==> config.mk <==
export PLATFORM = sky130hd
export DESIGN_NAME = vga_mem_arbiter_flat
export DESIGN_NICKNAME = d
export VERILOG_FILES = /design/src/rtl/vga_mem_arbiter_if.sv /design/src/rtl/vga_mem_arbiter.sv /design/src/flat_wrapper.sv
export SDC_FILE = /design/constraint.sdc
export NUM_CORES = 1
export LEC_CHECK = 0
export CELL_PAD_IN_SITES_DETAIL_PLACEMENT = 0
export CELL_PAD_IN_SITES_GLOBAL_PLACEMENT = 1
export CORE_MARGIN = 2
export CORE_UTILIZATION = 40
export CTS_BUF_LIST = sky130_fd_sc_hd__clkbuf_8 sky130_fd_sc_hd__clkbuf_16
export CTS_CLUSTER_SIZE = 10
export DETAILED_ROUTE_END_ITERATION = 10
export GPL_TIMING_DRIVEN = 0
export PLACE_DENSITY_LB_ADDON = 0.1
export SLEW_MARGIN = 10
export SYNTH_ARGS = -nofsm -noshare
export SYNTH_HDL_FRONTEND = slang
export SYNTH_SLANG_ARGS = --single-unit
==> constraint.sdc <==
create_clock -name pix_clk -period 4.15 [get_ports pix_clk]
set_input_delay 0.6225 -clock pix_clk [delete_from_list [all_inputs] [get_ports pix_clk]]
set_output_delay 0.6225 -clock pix_clk [all_outputs]
set_load 0.1 [all_outputs]
==> src/rtl/vga_mem_arbiter_if.sv <==
// vga_mem_arbiter_if: requester, scan-timing and memory port bundle for vga_mem_arbiter
interface vga_mem_arbiter_if #(
  parameter int N_REQ = 4,
  parameter int AW = 16,
  parameter int DW = 16
);
  logic de;
  logic new_frame;
  logic [N_REQ-1:0] req;
  logic [N_REQ*AW-1:0] addr;
  logic [N_REQ-1:0] gnt;
  logic mem_en;
  logic [AW-1:0] mem_addr;
  logic [DW-1:0] mem_rdata;
  logic [DW-1:0] rdata;
  logic [N_REQ-1:0] rvalid;
  logic [N_REQ-1:0] starve;
  modport master (
    output de, new_frame, req, addr, mem_rdata,
    input gnt, mem_en, mem_addr, rdata, rvalid, starve
  );
  modport slave (
    input de, new_frame, req, addr, mem_rdata,
    output gnt, mem_en, mem_addr, rdata, rvalid, starve
  );
endinterface

==> src/rtl/vga_mem_arbiter.sv <==
// vga_mem_arbiter: shares one sync-read memory port among N_REQ requesters; ARB_BLANK_ONLY_EN limits requesters 1..N_REQ-1 to blanking
module vga_mem_arbiter #(
  parameter int N_REQ = 4,
  parameter int AW = 16,
  parameter int DW = 16,
  parameter int RD_LAT = 2,
  parameter int MAX_WAIT = 1024
) (
  input logic pix_clk,
  input logic pix_rst,
  vga_mem_arbiter_if.slave bus
);
  localparam int PW = (N_REQ > 1) ? $clog2(N_REQ) : 1;
  logic [PW-1:0] rr_ptr, rr_idx, gid, mem_id;
  logic [N_REQ-1:0] elig, gnt, starve;
  logic rr_hit, pri, blk, mem_en;
  logic [AW-1:0] mem_addr;
  logic sh_v [RD_LAT];
  logic [PW-1:0] sh_id [RD_LAT];
  logic [15:0] wcnt [N_REQ];
`ifdef ARB_BLANK_ONLY_EN
  assign blk = bus.de;
`else
  assign blk = 1'b0;
`endif
  assign bus.gnt = gnt;
  assign bus.mem_en = mem_en;
  assign bus.mem_addr = mem_addr;
  assign bus.starve = starve;
  assign bus.rdata = bus.mem_rdata[DW-1:0];
  assign bus.rvalid = sh_v[RD_LAT-1] ? N_REQ'(1) << sh_id[RD_LAT-1] : '0;
  // Scan-out fetch wins in the active area; otherwise first eligible requester at or after rr_ptr
  always_comb begin
    elig = bus.req & ~{{(N_REQ-1){blk}}, bus.de};
    pri = bus.de & bus.req[0];
    rr_hit = 1'b0;
    rr_idx = '0;
    for (int k = 0; k < N_REQ; k++) begin
      if (!rr_hit && elig[(int'(rr_ptr) + k) % N_REQ]) begin
        rr_hit = 1'b1;
        rr_idx = PW'((int'(rr_ptr) + k) % N_REQ);
      end
    end
    gid = pri ? '0 : rr_idx;
    gnt = (pix_rst || !(pri || rr_hit)) ? '0 : N_REQ'(1) << gid;
  end
  // Memory command register and round-robin pointer; new_frame re-anchors the pointer at 1
  always_ff @(posedge pix_clk) begin
    if (pix_rst) begin
      mem_en <= 1'b0;
      mem_addr <= '0;
      mem_id <= '0;
      rr_ptr <= PW'(1);
    end else begin
      mem_en <= |gnt;
      if (|gnt) begin
        mem_addr <= bus.addr[int'(gid)*AW +: AW];
        mem_id <= gid;
      end
      if (bus.new_frame)
        rr_ptr <= PW'(1);
      else if (|gnt && !pri)
        rr_ptr <= (int'(rr_idx) == N_REQ-1) ? '0 : rr_idx + 1'b1;
    end
  end
  // Owner tags travel alongside the memory latency so rvalid lines up with mem_rdata
  always_ff @(posedge pix_clk) begin
    if (pix_rst) begin
      for (int k = 0; k < RD_LAT; k++) begin
        sh_v[k] <= 1'b0;
        sh_id[k] <= '0;
      end
    end else begin
      sh_v[0] <= mem_en;
      sh_id[0] <= mem_id;
      for (int k = 1; k < RD_LAT; k++) begin
        sh_v[k] <= sh_v[k-1];
        sh_id[k] <= sh_id[k-1];
      end
    end
  end
  // Saturating wait counters feed sticky starvation flags; the scan-out flag only arms in blanking
  always_ff @(posedge pix_clk) begin
    for (int i = 0; i < N_REQ; i++) begin
      if (pix_rst) begin
        wcnt[i] <= '0;
        starve[i] <= 1'b0;
      end else begin
        wcnt[i] <= (bus.req[i] && !gnt[i]) ? ((&wcnt[i]) ? wcnt[i] : wcnt[i] + 16'd1) : '0;
        starve[i] <= !bus.new_frame && (starve[i] || (bus.req[i] && !gnt[i] &&
                     ({16'd0, wcnt[i]} + 32'd1 >= 32'(MAX_WAIT)) && (i != 0 || !bus.de)));
      end
    end
  end
endmodule

==> src/flat_wrapper.sv <==
// flat-port wrapper written by rule: the top's interface ports become plain ports
module vga_mem_arbiter_flat 
#(
  parameter int N_REQ = 4,
  parameter int AW = 16,
  parameter int DW = 16,
  parameter int RD_LAT = 2,
  parameter int MAX_WAIT = 1024
)
  (pix_clk, pix_rst, bus_de, bus_new_frame, bus_req, bus_addr, bus_mem_rdata, bus_gnt, bus_mem_en, bus_mem_addr, bus_rdata, bus_rvalid, bus_starve);
  vga_mem_arbiter_if #(.N_REQ(N_REQ), .AW(AW), .DW(DW)) bus_i ();
  input logic pix_clk;
  input logic pix_rst;
  input wire logic [$bits(bus_i.de)-1:0] bus_de;
  input wire logic [$bits(bus_i.new_frame)-1:0] bus_new_frame;
  input wire logic [$bits(bus_i.req)-1:0] bus_req;
  input wire logic [$bits(bus_i.addr)-1:0] bus_addr;
  input wire logic [$bits(bus_i.mem_rdata)-1:0] bus_mem_rdata;
  output wire logic [$bits(bus_i.gnt)-1:0] bus_gnt;
  output wire logic [$bits(bus_i.mem_en)-1:0] bus_mem_en;
  output wire logic [$bits(bus_i.mem_addr)-1:0] bus_mem_addr;
  output wire logic [$bits(bus_i.rdata)-1:0] bus_rdata;
  output wire logic [$bits(bus_i.rvalid)-1:0] bus_rvalid;
  output wire logic [$bits(bus_i.starve)-1:0] bus_starve;
  assign bus_i.de = bus_de;
  assign bus_i.new_frame = bus_new_frame;
  assign bus_i.req = bus_req;
  assign bus_i.addr = bus_addr;
  assign bus_i.mem_rdata = bus_mem_rdata;
  assign bus_gnt = bus_i.gnt;
  assign bus_mem_en = bus_i.mem_en;
  assign bus_mem_addr = bus_i.mem_addr;
  assign bus_rdata = bus_i.rdata;
  assign bus_rvalid = bus_i.rvalid;
  assign bus_starve = bus_i.starve;
  vga_mem_arbiter #(.N_REQ(N_REQ), .AW(AW), .DW(DW), .RD_LAT(RD_LAT), .MAX_WAIT(MAX_WAIT)) u_core (.pix_clk(pix_clk), .pix_rst(pix_rst), .bus(bus_i));
endmodule
Word-level counts from Yosys, hierarchy flattened
Memory sizes are Yosys's and may differ from the RTL's.
Index checks and enable logic that the tools add are counted.
{"block": "op_classes", "n_eq_ne": 1, "addsub": 12, "n_reduce_logical": 43, "mux": 42, "n_lt_le_gt_ge": 8, "shifts": 3, "bitwise_logic": 14}
{"cell": "16-bit two-way mux", "count": 12}
{"cell": "32-bit by 11-bit greater-or-equal comparator with 1-bit output (second input constant)", "count": 4}
{"cell": "16-bit by 1-bit adder with 17-bit output (second input constant)", "count": 4}
{"cell": "16-bit by 1-bit adder with 16-bit output (second input constant)", "count": 4}
{"cell": "16-bit AND reduction", "count": 4}
{"cell": "64-bit by 7-bit variable part select with 16-bit output", "count": 1}
{"cell": "1-bit logical AND", "count": 17}
{"cell": "1-bit two-way mux", "count": 16}
{"cell": "2-bit two-way mux", "count": 8}
{"cell": "3-bit by 4-bit < comparator with 1-bit output (second input constant)", "count": 3}
{"cell": "1-bit zero test", "count": 11}
{"cell": "1-bit binary-select mux with 2-bit select", "count": 4}
{"cell": "4-bit two-way mux", "count": 2}
{"cell": "1-bit OR", "count": 8}
{"cell": "2-bit OR reduction", "count": 4}
{"cell": "1-bit by 2-bit << shifter with 4-bit output (first input constant)", "count": 2}
{"cell": "1-bit logical OR", "count": 6}
{"cell": "2-bit by 1-bit adder with 2-bit output (second input constant)", "count": 2}
{"cell": "2-bit adder (second input constant)", "count": 2}
{"cell": "4-bit bitwise AND", "count": 1}
{"cell": "1-bit NOT with 4-bit output", "count": 1}
{"cell": "4-bit OR reduction", "count": 1}
{"cell": "1-bit bitwise AND (first input constant)", "count": 3}
{"cell": "2-bit by 3-bit < comparator with 1-bit output (second input constant)", "count": 1}
{"cell": "other kinds (2)", "count": 2}
{"block": "totals", "mem_count": 3, "out_inout_bits": 45, "wordCells": 131, "ramBits": 70, "inputBits": 88, "regBits": 25}
{"memory": "u_core.wcnt", "words": 4, "width": 16, "read_ports": 4, "rd_clocked_by_memory_dff": 0, "wr": 4, "line_no": "vga_mem_arbiter.sv:20", "rtl": "logic [15:0] wcnt [N_REQ];"}
{"memory": "u_core.sh_id", "words": 2, "width": 2, "read_ports": 2, "rd_clocked_by_memory_dff": 0, "wr": 2, "line_no": "vga_mem_arbiter.sv:19", "rtl": "logic [PW-1:0] sh_id [RD_LAT];"}
{"memory": "u_core.sh_v", "words": 2, "width": 1, "read_ports": 2, "rd_clocked_by_memory_dff": 0, "wr": 2, "line_no": "vga_mem_arbiter.sv:18", "rtl": "logic sh_v [RD_LAT];"}

Longest topological paths before layout
Gate-level depths: netlist of the first run.
{"block": "depth", "depth_word": 24, "ltp_mapped": 8, "mapped_depth_nobuf": 6}

Worst setup path after synthesis of the first run
No wires, ideal clock.
{"block": "synth_path", "path_type": "input to output", "from": "input port bus_req[2]", "to": "output port bus_gnt[1]", "setup_slack_ns": -0.174, "path_stages": 7, "arrival_time_ns": 3.702, "t_required_ns": 3.527, "n_path_buf": 3, "path_cell_list": "buf_2 -> nand2b_1 -> a21oi_2 -> or3_4 -> buf_12 -> buf_8 -> nor3_1"}
{"block": "synth_via", "elab_chain_len": 17, "word_cells_on_any_way": 32, "cone_classes": "1 x shift; 21 x mux; 1 x bitwise; 9 x reduce/logical"}
{"element": "from (decl)", "line_no": "flat_wrapper.sv:16", "rtl": "input wire logic [$bits(bus_i.req)-1:0] bus_req;"}
{"element": "4-bit bitwise AND *", "line_no": "vga_mem_arbiter.sv:34", "rtl": "elig = bus.req & ~{{(N_REQ-1){blk}}, bus.de};"}
{"element": "1-bit binary-select mux with 2-bit select", "line_no": "vga_mem_arbiter.sv:39", "rtl": "if (!rr_hit && elig[(int'(rr_ptr) + k) % N_REQ]) begin"}
{"element": "1-bit two-way mux (implied by the code)", "line_no": "vga_mem_arbiter.sv:39"}
{"element": "1-bit two-way mux", "line_no": "vga_mem_arbiter.sv:39"}
{"element": "1-bit zero test", "line_no": "vga_mem_arbiter.sv:39"}
{"element": "1-bit logical AND", "line_no": "vga_mem_arbiter.sv:39"}
{"element": "1-bit two-way mux", "line_no": "vga_mem_arbiter.sv:39"}
{"element": "1-bit zero test", "line_no": "vga_mem_arbiter.sv:39"}
{"element": "1-bit logical AND", "line_no": "vga_mem_arbiter.sv:39"}
{"element": "1-bit two-way mux", "line_no": "vga_mem_arbiter.sv:39"}
{"element": "1-bit zero test", "line_no": "vga_mem_arbiter.sv:39"}
{"element": "1-bit logical AND", "line_no": "vga_mem_arbiter.sv:39"}
{"element": "1-bit two-way mux", "line_no": "vga_mem_arbiter.sv:39"}
{"element": "1-bit logical OR", "line_no": "vga_mem_arbiter.sv:45", "rtl": "gnt = (pix_rst || !(pri || rr_hit)) ? '0 : N_REQ'(1) << gid;"}
{"element": "1-bit zero test", "line_no": "vga_mem_arbiter.sv:45"}
{"element": "1-bit logical OR", "line_no": "vga_mem_arbiter.sv:45"}
{"element": "4-bit two-way mux *", "line_no": "vga_mem_arbiter.sv:45"}
{"element": "to (decl)", "line_no": "flat_wrapper.sv:19", "rtl": "output wire logic [$bits(bus_i.gnt)-1:0] bus_gnt;"}
Mark *: on every way between the ends. The rest lies on a longest branch, timed or not. The select of a mux whose other input is x is not followed.

Worst setup path in the final report of the first run
{"block": "layout_path", "from": "input port bus_de", "to": "output port bus_gnt[0]"}
{"block": "layout_via", "elab_chain_len": 18, "word_cells_on_any_way": 34, "cone_classes": "1 x shift; 21 x mux; 3 x bitwise; 9 x reduce/logical"}
{"element": "from (decl)", "line_no": "flat_wrapper.sv:14", "rtl": "input wire logic [$bits(bus_i.de)-1:0] bus_de;"}
{"element": "1-bit NOT with 4-bit output", "line_no": "vga_mem_arbiter.sv:34"}
{"element": "4-bit bitwise AND", "line_no": "vga_mem_arbiter.sv:34"}
{"element": "1-bit binary-select mux with 2-bit select", "line_no": "vga_mem_arbiter.sv:39"}
{"element": "1-bit two-way mux (implied by the code)", "line_no": "vga_mem_arbiter.sv:39"}
{"element": "1-bit two-way mux", "line_no": "vga_mem_arbiter.sv:39"}
{"element": "1-bit zero test", "line_no": "vga_mem_arbiter.sv:39"}
{"element": "1-bit logical AND", "line_no": "vga_mem_arbiter.sv:39"}
{"element": "1-bit two-way mux", "line_no": "vga_mem_arbiter.sv:39"}
{"element": "[2 not listed]"}
{"element": "1-bit two-way mux", "line_no": "vga_mem_arbiter.sv:39"}
{"element": "1-bit zero test", "line_no": "vga_mem_arbiter.sv:39"}
{"element": "1-bit logical AND", "line_no": "vga_mem_arbiter.sv:39"}
{"element": "1-bit two-way mux", "line_no": "vga_mem_arbiter.sv:39"}
{"element": "1-bit logical OR", "line_no": "vga_mem_arbiter.sv:45"}
{"element": "1-bit zero test", "line_no": "vga_mem_arbiter.sv:45"}
{"element": "1-bit logical OR", "line_no": "vga_mem_arbiter.sv:45"}
{"element": "4-bit two-way mux *", "line_no": "vga_mem_arbiter.sv:45"}
Marks and branches as above.

==> metrics.md, run 1 <==
| Metric | Value |
|---|---|
| Status | `completed` |
| Seq pwr share | `0.393` |
| Peak supply drop | `approximately 0.00017 V` |
| IO buf count | `114` |
| Synth Flop Type | `dfxtp_1` |
| I/O pin cnt | `133` |
| Max Slew Vio Count | `0` |
| Post-synth top area share | `0.358` |
| Hold crit path type | `reg -> reg` |
| Worst skew pair latency | `350 ps` |
| Main area contributors after synthesis | `dfxtp_1 (36%), xnor2_1 (5.9%), nor2_1 (3.7%), mux2i_1 (3.4%), nand3_1 (3.1%)` |
| Top sig layer | `met4` |
| Metal2 WL | `between 6000 and 7000 um` |
| Yosys warning total | `0` |
| Main combinational cell family by area after synthesis | `simple AND/OR/NAND/NOR gates` |
| Commonest non-fill, non-tap cell in the layout | `clkdlybuf4s50_1` |
| Global-route usage over all layers | `0.195` |
| Share of cells above drive strength 1 | `0.116` |
| Vias per Instance | `5.29` |
| Reg2Reg Depth | `5` |
| PwrDens | `approximately 350 nW/um^2` |
| Synth Area in Compound Gates | `0.213` |
| Cell Chain, Critical Path | `clkdlybuf4s50_1 -> and2b_2 -> a211o_1 -> buf_4 -> o311a_2 -> o21ai_1 -> buf_2 -> inv_1 -> clkdlybuf4s15_1` |
| Core Footprint | `13100 um^2` |
| Switch share | `0.298` |
| Comb pwr share | `0.207` |
| Setup CP Type | `in -> out` |
| Async S/R FF share, synth | `0` |
| Worst reg2reg path endpoint | `u_core.wcnt[2][6]` |
| Required time worst endpoint | `3530 ps` |
| Initial drt markers | `between 300 and 400` |
| Post-synthesis mux area share | `0.0340` |
| Switching component of the power | `around 720 uW` |
| CTS buffer count | `9` |
| Sequential area share after synthesis | `0.358` |
| Crit path buf inv count | `5` |
| Final WS setup | `between 150 and 200 ps` |
| CTS tree | `yes` |
| Setup TNS Final | `0 ps` |
| Initial antenna violation count | `0` |
| Finished Layout Cells | `909` |
| M1 WL | `6430 um` |
| Skew final | `6.67 ps` |
| Root buf cell | `clkbuf_16` |
| Clock tree sinks | `95` |
| Initial Util | `0.406` |
| Startpoint of the worst-slack reg-to-reg timing path | `u_core.wcnt[2][0]` |
| Layout area overhead | `32.0%` |
| Clock power share | `0.399` |
| DRC errors left | `0` |
| Die extent in x | `between 100 and 150 um` |
| Detailed Route WL | `13800 um` |
| Routability cong. | `0.826` |
| Hold Path Origin | `u_core.sh_id[0][1]` |
| Yosys top cell by area | `dfxtp_1` |
| Inst Count DP | `slightly below 900` |
| Worst Setup End Kind | `output pin` |
| First-pass GRT wire length | `22400 um` |
| RSZ-0062 raised after global routing | `no` |
| Simple-gate area share of the yosys netlist | `0.214` |
| Slowest cell on crit path | `clkdlybuf4s15_1` |
| Endpoints failing hold | `0` |
| Yosys cell types | `77` |
| Internal power | `1700 uW` |
| Die height | `around 120 um` |
| Die area | `roughly 14000 um^2` |
| Setup-failing EPs final | `0` |
| Critical path launch point | `bus_de` |
| Metal3 WL | `667 um` |
| Per-cell routed wire length | `roughly 15 um` |
| Syn_area_per_cell | `8.80 um^2` |
| Commonest non-fill, non-tap cells in the layout | `clkdlybuf4s50_1 (110), dfxtp_1 (95), nor2_1 (53)` |
| CP Launch Type | `primary input` |
| Vias | `4808` |
| Total nets after synthesis | `~700` |
| Post-CTS Setup Inserts | `0` |
| Crit-path leading delay family | `buffers and inverters` |
| Critical path endpoint | `bus_gnt[0]` |
| Setup WS pre-CTS | `-214 ps` |
| Critical Path Max Stage Delay | `720 ps` |
| Antenna Nets Post-Route | `0` |
| Remaining Overflow, GRT | `0` |
| Critical-path maximum fanout | `10` |
| Fin crit share | `0.958` |
| Overall power | `2430 uW` |
| F_max | `0.252 GHz` |
| Number of synthesized flops with an enable pin | `0` |
| Post-Syn Instances | `603` |
| Dpl hpwl | `10200 um` |
| CP arrival | `between 3000 and 4000 ps` |
| Worst-margin pin slew | `between 1000 and 1500 ps` |
| Antenna diodes | `0` |
| Synth Area in Adders | `0.0165` |
| DR pass1 iterations | `4` |
| Fin nets | `a little over 800` |
| Crit path depth | `9` |
| Yosys reg bits | `95` |
| CTS clk-pin slew, worst paths | `approximately 70 ps` |
| H-tree levels | `3` |
| Synth Area in XOR/XNOR | `0.0858` |
| P_leak | `0.00248 uW` |
| Total of max-cap violations | `0` |
| Post-Syn Area | `5310 um^2` |
| Row count | `between 40 and 50` |
| R2R Setup Slk | `1950 ps` |
| Rel. slew slack | `0.321` |
| Vias in the first global route | `4657` |
| Clock Tree Buf Depth | `2` |
| Largest net degree at the start of global routing | `17` |
| Final min period | `3970 ps` |
-- synth_stat cells (all sizes together) (3+ instances only) --
cell and count:
nor3 20, dfxtp 95, nand3 33, xor2 16
a41oi 7, nand2 35, a211o 8, a32oi 10
or3 3, a21boi 3, or4 4, clkbuf 13
o221ai 10, mux2i 18, ha 7, a221oi 4
a2111oi 4, nand4 13, o211ai 8, nand2b 3
xnor2 36, and2 5, o21a 4, and3 11
a31oi 9, nor2 53, or2 4, a211oi 11
nor2b 9, nor3b 4, buf 34, nor4 7
inv 21, a21oi 30, o21ai 29
-- state kept, by name, summed over array words and instances, names as in the netlist --
register and flops:
u_core.bus.mem_addr 16, u_core.sh_id 4, u_core.mem_id 2, u_core.rr_ptr 2
u_core.bus.mem_en 1, u_core.bus.starve 4, u_core.sh_v 2, u_core.wcnt 64
-- repair_timing --
action	in CTS	in global routing
gates cloned	0	0
hold buffers	0	0
endpoints found under the setup margin	4	3
gates resized for setup	4	5
-- worst reg2reg max path: stages (launching register included) --
cell and delay [ps]:
dfxtp_1 420, ha_1 230, nand3_1 230, nor4_4 530, nand2_1 340, a311oi_1 350
-- worst min-delay path by stage --
stage	to	slack [ps]	cells past startpoint
after global routing	u_core.sh_id[0][3]	460	1
final	u_core.sh_id[0][3]	450	1
after detailed placement	u_core.sh_id[0][3]	440	1
after CTS	u_core.sh_id[0][3]	450	1
after floorplan	u_core.sh_id[0][2]	410	1
after global placement	u_core.sh_v[0][1]	430	1
-- layer usage --
metal  track usage  up-vias
met1         0.254     2247
met3        0.0431       15
met5             0        -
met4        0.0737        0
li1              -     2434
met2         0.315      112
-- stage by stage --
| stage | hold WS [ps] | area [um^2] | util |
|---|---|---|---|
| after floorplan | 414 | 5310 | - |
| after global placement | 432 | 6670 | 0.510 |
| after detailed placement | 440 | 6670 | 0.510 |
| after CTS | 453 | 7010 | 0.536 |
| after global routing | 457 | 7000 | 0.535 |
| final | 447 | 7000 | 0.535 |
-- power groups by stage --
| stage | registers, uW | clock network, uW | logic, uW |
|---|---|---|---|
| after detailed placement | 975 | 0 | 507 |
| final | 955 | 969 | 503 |
| after floorplan | 1100 | 0 | 220 |
| after global routing | 958 | 1020 | 525 |
| after global placement | 975 | 0 | 504 |
| after CTS | 955 | 988 | 506 |
-- final cells by class --
| class | count | area [um^2] |
|---|---|---|
| clock inverters | 7 | 118 |
| multi-input cells | 439 | 2990 |
| clock buffers | 9 | 225 |
| flip-flops and latches | 95 | 1900 |
| repair buffers | 114 | 1130 |
| inverters | 22 | 82.6 |
| plain buffers | 47 | 333 |
| well taps | 176 | 220 |
| fillers | 1206 | 6080 |
-- logic make-up after synthesis --
logic type	count (synthesis)
adders and majority gates	7
DFF	95
buffers and inverters	69
and+or+nand+nor	211
xor gates and xnor gates	52
muxes	18
AOI/OAI and AO/OA	151
Note: power is estimated with default switching activity, not from simulation.
==> run 2: changes to the inputs <==
- SLEW_MARGIN: 10 -> 20
==> results of run 2 <==
No change in the layout: final DEF, timing and power equal those of run 1.
